### config.mk
export PLATFORM = sky130hd
export DESIGN_NAME = ofdm_cp_engine
export DESIGN_NICKNAME = d
export VERILOG_FILES = /design/src/rtl/ofdm_cp_engine.sv
export SDC_FILE = /design/constraint.sdc
export NUM_CORES = 2
export LEC_CHECK = 0
export CAP_MARGIN = 25
export CORE_MARGIN = 1
export CORE_UTILIZATION = 40
export DETAILED_ROUTE_END_ITERATION = 8
export GPL_TIMING_DRIVEN = 0
export HOLD_SLACK_MARGIN = 0.12
export SLEW_MARGIN = 20
export SYNTH_ARGS = -nofsm -noshare
export SYNTH_HDL_FRONTEND = slang
export SYNTH_SLANG_ARGS = --single-unit
### constraint.sdc
create_clock -name clk_half -period 3.7 [get_ports clk_half]
set_input_delay 0.555 -clock clk_half [delete_from_list [all_inputs] [get_ports clk_half]]
set_output_delay 0.555 -clock clk_half [all_outputs]
set_load 0.02 [all_outputs]
### src/rtl/ofdm_cp_engine.sv
// Cyclic-prefix engine: INSERT buffers whole symbols in a ping-pong RAM and replays
// the tail as prefix; REMOVE streams blocks through and drops the leading prefix.
module ofdm_cp_engine #(
    parameter int DW     = 16,
    parameter int NFFT   = 64,
    parameter int CP_LEN = 16
) (
    input  logic          clk_half,
    input  logic          reset,
    input  logic          mode_remove,
    input  logic          in_valid,
    output logic          in_ready,
    input  logic          in_sop,
    input  logic [DW-1:0] in_re,
    input  logic [DW-1:0] in_im,
    output logic          out_valid,
    input  logic          out_ready,
    output logic [DW-1:0] out_re,
    output logic [DW-1:0] out_im,
    output logic          out_sop,
    output logic          out_eop,
    output logic          sym_err,
    output logic          mode_active
);

    localparam int CW = $clog2(NFFT + CP_LEN);
    localparam int AW = $clog2(NFFT);
    localparam logic [CW-1:0] ZERO     = {CW{1'b0}};
    localparam logic [CW-1:0] ONE      = CW'(1);
    localparam logic [CW-1:0] LAST_W   = CW'(NFFT - 1);
    localparam logic [CW-1:0] LAST_CP  = CW'(CP_LEN - 1);
    localparam logic [CW-1:0] CP_C     = CW'(CP_LEN);
    localparam logic [CW-1:0] LAST_BLK = CW'(CP_LEN + NFFT - 1);
    localparam logic [CW-1:0] CP_BASE  = CW'(NFFT - CP_LEN);

    typedef enum logic [1:0] {
        RD_IDLE = 2'd0,
        RD_CP   = 2'd1,
        RD_BODY = 2'd2
    } rd_state_t;

    rd_state_t         rd_state_r, rd_next_s;
    logic              mode_r, wb_r, rb_r, rb_next_s;
    logic [1:0]        full_r;
    logic [CW-1:0]     wcnt_r, wcnt_next_s, rcnt_r, rcnt_next_s, c_eff_s;
    logic [2*DW-1:0]   mem_r [0:2*NFFT-1];
    logic [2*DW-1:0]   rd_word_s;
    logic [AW-1:0]     rd_idx_s, wr_idx_s;
    logic              load_s, in_ready_s, accept_s, complete_s, misalign_s, keep_s, idle_s;
    logic              emit_s, emit_sop_s, emit_eop_s, release_s;
    logic              out_valid_r, out_sop_r, out_eop_r, sym_err_r;
    logic [DW-1:0]     out_re_r, out_im_r;

    // Input side: acceptance, sop realignment and the write / block counter (c in REMOVE)
    always_comb begin
        load_s     = !out_valid_r || out_ready;
        if (mode_r) begin
            in_ready_s = load_s;
        end else begin
            in_ready_s = !full_r[wb_r];
        end
        accept_s = in_valid && in_ready_s;
        if (in_sop) begin
            c_eff_s = ZERO;
        end else begin
            c_eff_s = wcnt_r;
        end
        wr_idx_s    = AW'(c_eff_s);
        misalign_s  = accept_s && in_sop && (wcnt_r != ZERO);
        complete_s  = 1'b0;
        wcnt_next_s = wcnt_r;
        if (accept_s) begin
            if (mode_r) begin
                if (c_eff_s == LAST_BLK) begin
                    wcnt_next_s = ZERO;
                end else begin
                    wcnt_next_s = c_eff_s + ONE;
                end
            end else if (c_eff_s == LAST_W) begin
                wcnt_next_s = ZERO;
                complete_s  = 1'b1;
            end else begin
                wcnt_next_s = c_eff_s + ONE;
            end
        end else begin
            wcnt_next_s = wcnt_r;
        end
        keep_s = accept_s && (c_eff_s >= CP_C);
        idle_s = (full_r == 2'b00) && (rd_state_r == RD_IDLE) && (wcnt_r == ZERO);
    end

    // Reader FSM next state; IDLE behaves like CP beat 0 so the first beat needs no extra cycle
    always_comb begin
        rd_next_s   = rd_state_r;
        rcnt_next_s = rcnt_r;
        rb_next_s   = rb_r;
        release_s   = 1'b0;
        emit_s      = 1'b0;
        emit_sop_s  = 1'b0;
        emit_eop_s  = 1'b0;
        rd_idx_s    = AW'(rcnt_r);
        if (!mode_r && load_s) begin
            case (rd_state_r)
                RD_IDLE, RD_CP: begin
                    if ((rd_state_r == RD_CP) || full_r[rb_r]) begin
                        emit_s     = 1'b1;
                        emit_sop_s = (rcnt_r == ZERO);
                        rd_idx_s   = AW'(CP_BASE + rcnt_r);
                        if (rcnt_r == LAST_CP) begin
                            rd_next_s   = RD_BODY;
                            rcnt_next_s = ZERO;
                        end else begin
                            rd_next_s   = RD_CP;
                            rcnt_next_s = rcnt_r + ONE;
                        end
                    end else begin
                        rd_next_s = rd_state_r;
                    end
                end
                RD_BODY: begin
                    emit_s = 1'b1;
                    if (rcnt_r == LAST_W) begin
                        emit_eop_s  = 1'b1;
                        release_s   = 1'b1;
                        rb_next_s   = ~rb_r;
                        rcnt_next_s = ZERO;
                        rd_next_s   = full_r[~rb_r] ? RD_CP : RD_IDLE;
                    end else begin
                        rcnt_next_s = rcnt_r + ONE;
                    end
                end
                default: begin
                    rd_next_s   = RD_IDLE;
                    rcnt_next_s = ZERO;
                end
            endcase
        end else begin
            rd_next_s = rd_state_r;
        end
        rd_word_s = mem_r[{rb_r, rd_idx_s}];
    end

    // Control state: counters, bank pointers, full flags and the idle-only mode latch
    always_ff @(posedge clk_half or posedge reset) begin
        if (reset) begin
            rd_state_r <= RD_IDLE;
            wcnt_r     <= ZERO;
            rcnt_r     <= ZERO;
            wb_r       <= 1'b0;
            rb_r       <= 1'b0;
            full_r     <= 2'b00;
            mode_r     <= 1'b0;
            sym_err_r  <= 1'b0;
        end else begin
            rd_state_r <= rd_next_s;
            wcnt_r     <= wcnt_next_s;
            rcnt_r     <= rcnt_next_s;
            rb_r       <= rb_next_s;
            sym_err_r  <= misalign_s;
            if (complete_s) begin
                wb_r           <= ~wb_r;
                full_r[wb_r]   <= 1'b1;
            end
            if (release_s) begin
                full_r[rb_r]   <= 1'b0;
            end
            if (idle_s && !accept_s) begin
                mode_r <= mode_remove;
            end
        end
    end

    // Symbol storage, written only in INSERT mode
    always_ff @(posedge clk_half) begin
        if (accept_s && !mode_r) begin
            mem_r[{wb_r, wr_idx_s}] <= {in_re, in_im};
        end
    end

    // Output register: loads a new beat whenever the current one is empty or taken
    always_ff @(posedge clk_half or posedge reset) begin
        if (reset) begin
            out_valid_r <= 1'b0;
            out_re_r    <= {DW{1'b0}};
            out_im_r    <= {DW{1'b0}};
            out_sop_r   <= 1'b0;
            out_eop_r   <= 1'b0;
        end else if (load_s) begin
            if (mode_r) begin
                out_valid_r <= keep_s;
                out_sop_r   <= keep_s && (c_eff_s == CP_C);
                out_eop_r   <= keep_s && (c_eff_s == LAST_BLK);
                if (keep_s) begin
                    out_re_r <= in_re;
                    out_im_r <= in_im;
                end
            end else begin
                out_valid_r <= emit_s;
                out_sop_r   <= emit_sop_s;
                out_eop_r   <= emit_eop_s;
                if (emit_s) begin
                    out_re_r <= rd_word_s[2*DW-1:DW];
                    out_im_r <= rd_word_s[DW-1:0];
                end
            end
        end
    end

    assign in_ready    = in_ready_s;
    assign out_valid   = out_valid_r;
    assign out_re      = out_re_r;
    assign out_im      = out_im_r;
    assign out_sop     = out_sop_r;
    assign out_eop     = out_eop_r;
    assign sym_err     = sym_err_r;
    assign mode_active = mode_r;

endmodule

# Word-level counts from Yosys, hierarchy flattened
# Memory sizes are Yosys's and may differ from the RTL's.
# Cells that the tools add are included.
# word_totals
ff_bits	57
ramBits	4096
n_memories	1
# memory_table
name	words	width	read_ports	rd_ports_with_merged_regs	wr	line_no	text
mem_r	128	32	1	0	1	46	logic [2*DW-1:0] mem_r [0:2*NFFT-1];
# classes
n_addsub	3
n_lt_le_gt_ge	6
n_eq_ne	10
muxes	52
n_bitwise	5
n_reduce_logical	30
# op_table
op	count
$mux W16	6
$mux W7	7
$mux W1	26
$mux W6	3
$add A7 B1 Y7 const B	2
$eq A7 B6 Y1 const B	2
$logic_not A7 Y1	2
$pmux W7 S2	1
$logic_and A1 B1 Y1	13
$mux W2	5
$reduce_and A3 Y1	3
$eq A7 B4 Y1 const B	1
$eq A7 B5 Y1 const B	1
$eq A7 B7 Y1 const B	1
$ge A7 B5 Y1 const B	1
$reduce_bool A7 Y1	1
$add A6 B6 Y6 const A	1
$lt A1 B2 Y1 const B	3
$logic_not A1 Y1	4
$logic_not A2 Y1	2
$ne A2 B2 Y1 const B	2
$pmux W2 S2	1
$and A2 B2 Y2	1
$demux W1 S1	2
12 further kinds	15

# Longest topological paths before layout
# depth
depth_word	9
mapped_depth	13
ltp_nobuf	10

# Least setup slack after synthesis
# OpenSTA, ideal clock, no wires.
# synth_path
path_kind	register to register
start	register wb_r
end	memory mem_r[51][0] in the netlist's numbering (enable)
arrival_ps	3524
required_time_ps	3279
slack_ps	-245
path_stages_with_launch	8
n_path_buf	2
period_less_slack_ps	3945
path_cell_list	dfrtp_1 clkbuf_1 mux2_2 nor3b_1 nor2b_1 nand3_1 clkbuf_1 nor2_1
# synth_between
elab_chain_len	8
# synth_rtl
element	line_no	text
start, declared	43	logic mode_r, wb_r, rb_r, rb_next_s;
start signal, assigned	161	wb_r <= ~wb_r;
$mux W1 (implied by the code) (2 in series)	60	in_ready_s = !full_r[wb_r];
$logic_not A1 Y1	60	
$mux W1	57	if (mode_r) begin
$logic_and A1 B1 Y1	62	accept_s = in_valid && in_ready_s;
$logic_and A1 B1 Y1	175	if (accept_s && !mode_r) begin
$mux W1	175	
$mux W1 (implied by the code)	176	mem_r[{wb_r, wr_idx_s}] <= {in_re, in_im};
end, declared	46	
# Parallel ways exist; a longest one is shown, timed or not. The select of a mux whose other input is x is not followed.

# Worst setup path in the final report
# layout_path
start	register rcnt_r[2]
end	register out_re_r[11] (netlist: out_re[11])
# layout_between
elab_chain_len	7
# layout_rtl
element	line_no	text
start, declared	45	logic [CW-1:0] wcnt_r, wcnt_next_s, rcnt_r, rcnt_next_s, c_eff_s;
start signal, assigned	157	rcnt_r <= rcnt_next_s;
$add A6 B6 Y6	108	rd_idx_s = AW'(CP_BASE + rcnt_r);
$mux W6	105	if ((rd_state_r == RD_CP) || full_r[rb_r]) begin
$mux W6	103	case (rd_state_r)
$mux W6 (*)	102	if (!mode_r && load_s) begin
$mem_v2 Z128 W32 (*)	-	
$mux W16 (*)	201	if (emit_s) begin
$mux W16 (*)	189	if (mode_r) begin
end signal, assigned	184	out_re_r <= {DW{1'b0}};
end signal, assigned	194	out_re_r <= in_re;
end signal, assigned	202	out_re_r <= rd_word_s[2*DW-1:DW];
end, declared	52	logic [DW-1:0] out_re_r, out_im_r;
# Every way passes the cells marked *; elsewhere a longest branch is shown, timed or not. The select of a mux whose other input is x is not followed.
# A chain may end at the register's enable or synchronous reset.

==> metrics.txt <==
hold path startpoint=mode_remove; Die Y-Extent=634 um; fraction of layout cells with a size suffix above 1=29.6%; fill count=31,800; slowest stage delay, CP=0.45 ns; Synth Instances=7,511; detailed placement HPWL=415 mm; post-synth top area cell=edfxtp_1; CTS tree=done; grt ovf=0; Final min period=3.88 ns; final setup vio count=60; die area=401,000 um^2; Die Wd=634 um; Total Routing Usage GR=28.8%; core area=397,000 um^2; worst setup margin=-0.182 ns; fmax=0.258 GHz; post-DR wirelength/cell=41.7 um; first-pass GRT wire length=766 mm; sequential area share after synthesis=78.0%; Initial Utilization=40.2%; largest net degree at the start of global routing=101; Commonest cells post-synth=4,096 x edfxtp_1, 909 x mux4_2, 402 x nand2_1; FF-to-FF End=out_re[11]$_DFFE_PP0P_; Via density=6.31; WP data required=4.51 ns; Worst-path clk slew=0.06 ns; Max clock buf depth=4; reg2reg path depth=11; worst reg-to-reg setup slack=-0.18 ns; # IOs=76; worst-margin pin slew=1.15 ns; asr flop ratio synth=1.37%; Syn-to-layout area delta=20.2%; Detailed Route Iter0 Violations=15,600; clock skew=0.0590 ns; Post-synth EDFFs=4,096; Post-DP Area=175,000 um^2; Final Cell Area=192,000 um^2; TritonCTS Buffers=409; Worst Setup Start Kind=flop; clk sinks=4,153; multi-input logic area=35,300 um^2; unrepaired setup endpoints after global routing=true; Crit Path Class=flop to flop; critical path's top delay family=buffers and inverters; Post-Place Cells=13,100; fin nets=8,442; Port Buffers=75; via count of the routed design=88,300; Synth area leaders=edfxtp_1 77%, mux4_2 13%, mux2i_1 2.3%; Max VDD drop=473 uV; failing checks=setup timing; clk root buf=clkbuf_16; Worst Hold Depth=2; R2R Path Start=rcnt_r[2]$_DFFE_PP0P_; syn_area_per_cell=21.2 um^2; WP data arrival=4.70 ns; final hold vios=0; crit-path cells=buf_6, inv_1, clkbuf_8, clkbuf_2, clkbuf_4, nor2_1, o22ai_1, a22oi_1, nor2_1, o21ai_2, nand3_1; routed wire length=584 mm; Slew headroom=23.3%; most frequent cell after synthesis=edfxtp_1; Post-Syn Area=160,000 um^2; Final Non-Filler Cells=14,000; crit path capture type=flop; initial antenna violation count=52; H-tree depth=5; router iterations before antenna repair=6; Synth top area share=77.1%; WHS Endpoint=mode_active$_DFFE_PP0P_; Unique masters post-synth=53; worst skew pair latency=1.02 ns; FF/Latch Area=124,000 um^2; status=finished with violations; Leakage=60.6 nW; hold crit path type=input pin to flop; Final Cycle Share=105%; Crit path top cell by count=nor2_1; antenna-violating nets left=0; fin util=48.4%; Mapped Nets=7,554; vias in the first global route=84,200; Tot Pwr=0.146 W; worst-path fanout max=10; DRC Markers=0; standard-cell row count=231; Max Cap Viol=0; GP Congestion=1.06; Worst path slowest cell=nor2_1; number of warnings issued by yosys=0; Max Slew Vio Count=0; Seq cells post-synth=4,153; power per cell area=763 nW/um^2; crit path buf inv count=5; ys flop type=edfxtp_1
==> metal layers <==
metal	share of wire, %	up-vias	GRT usage [%]
met3	13	1305	8.00
met1	36	47000	37.8
met5	0.039	-	0
met2	44	6565	42.5
li1	-	33400	-
met4	7.5	20	18.3
==> logic make-up after synthesis <==
group,Yosys count,share of synthesized area [%]
DFF,4153,78.0
buffers and inverters,456,1.22
xor gates and xnor gates,6,0.0329
adders and majority gates,5,0.0392
AOI/OAI and AO/OA,709,3.01
muxes,1304,15.3
and+or+nand+nor,878,2.38
==> registers in the layout, summed over array words and instances (netlist names), 2 cells and up <==
name        flops
full_r          2
mem_r        4096
out_im         16
out_re         16
rcnt_r          7
rd_state_r      2
wcnt_r          7
==> worst max path at each step <==
stage | start | to | cells after the start
6_report | rcnt_r[2]$_DFFE_PP0P_ | out_re[11]$_DFFE_PP0P_ | 11
5_1_grt | rcnt_r[0]$_DFFE_PP0P_ | out_re[7]$_DFFE_PP0P_ | 10
4_1_cts | wb_r$_DFFE_PP0N_ | mem_r[102][8]$_DFFE_PP_ | 7
3_5_place_dp | out_ready | out_im[8]$_DFFE_PP0P_ | 12
3_3_place_gp | rcnt_r[1]$_DFFE_PP0P_ | out_im[8]$_DFFE_PP0P_ | 10
2_1_floorplan | wb_r$_DFFE_PP0N_ | mem_r[51][0]$_DFFE_PP_ | 7
==> per-stage QoR <==
step	TNS [ns]	setup WS, ns	hold slack [ns]
after detailed placement	-4044.74	-2.70	0.502
after CTS	-12.50	-0.130	0.257
after global routing	-0.153	-0.113	0.296
final	-3.10	-0.182	0.304
after floorplan	-332.74	-0.245	0.468
after global placement	-	-4.62	0.514
==> placed cells by master, fill, tap and decap left out, types with 19 or more instances in the layout <==
cell type and n:
buf_4 107, clkinv_2 73, dfrtp_1 56, a22oi_1 44, clkbuf_2 83, nor2_1 75, clkbuf_4 58, nand2_1 396
mux2_2 22, clkbuf_16 414, mux2i_1 364, o21ai_0 105, mux4_2 909, a221oi_1 125, buf_8 45, a21oi_1 112
nand3_1 121, clkbuf_1 125, buf_12 171, edfxtp_1 4096, a221o_1 22, o21ai_2 31, buf_6 109, and3_1 60
clkbuf_8 19, a22oi_2 30, bufinv_16 33, clkinv_1 105, o21ai_1 61, clkdlybuf4s50_1 43, dlygate4sd3_1 33, a211oi_1 26
buf_2 53, buf_16 144, nor2_4 130
==> timing repair <==
item / 4_1_cts / 5_1_grt
hold endpoints to repair: 1449 / 0
resized for setup: 745 / 157
hold buffers: 33 / 0
endpoints found under the setup margin: 3997 / 457
buffers inserted: 69 / 3
pin swaps: 52 / 12
==> layout make-up <==
class                   count  share of cell area, %
flip-flops and latches   4153                   64.9
clock buffers             497                   5.58
plain buffers             437                   1.85
clock inverters           251                   1.18
well taps                5242                   3.42
inverters                  12                 0.0248
multi-input cells        2902                   18.4
diodes                     14                 0.0183
repair buffers            484                   4.64
==> power by group <==
| part | total, W | switching (W) | internal (W) | leakage (nW) |
|---|---|---|---|---|
| clock network | 0.0412 | 0.0183 | 0.0229 | 6.32 |
| logic | 0.0524 | 0.0346 | 0.0178 | 16.8 |
| registers | 0.0528 | 0.000710 | 0.0521 | 37.5 |
| total | 0.146 | 0.0536 | 0.0928 | 60.6 |
(Power assumes the default switching activity.)
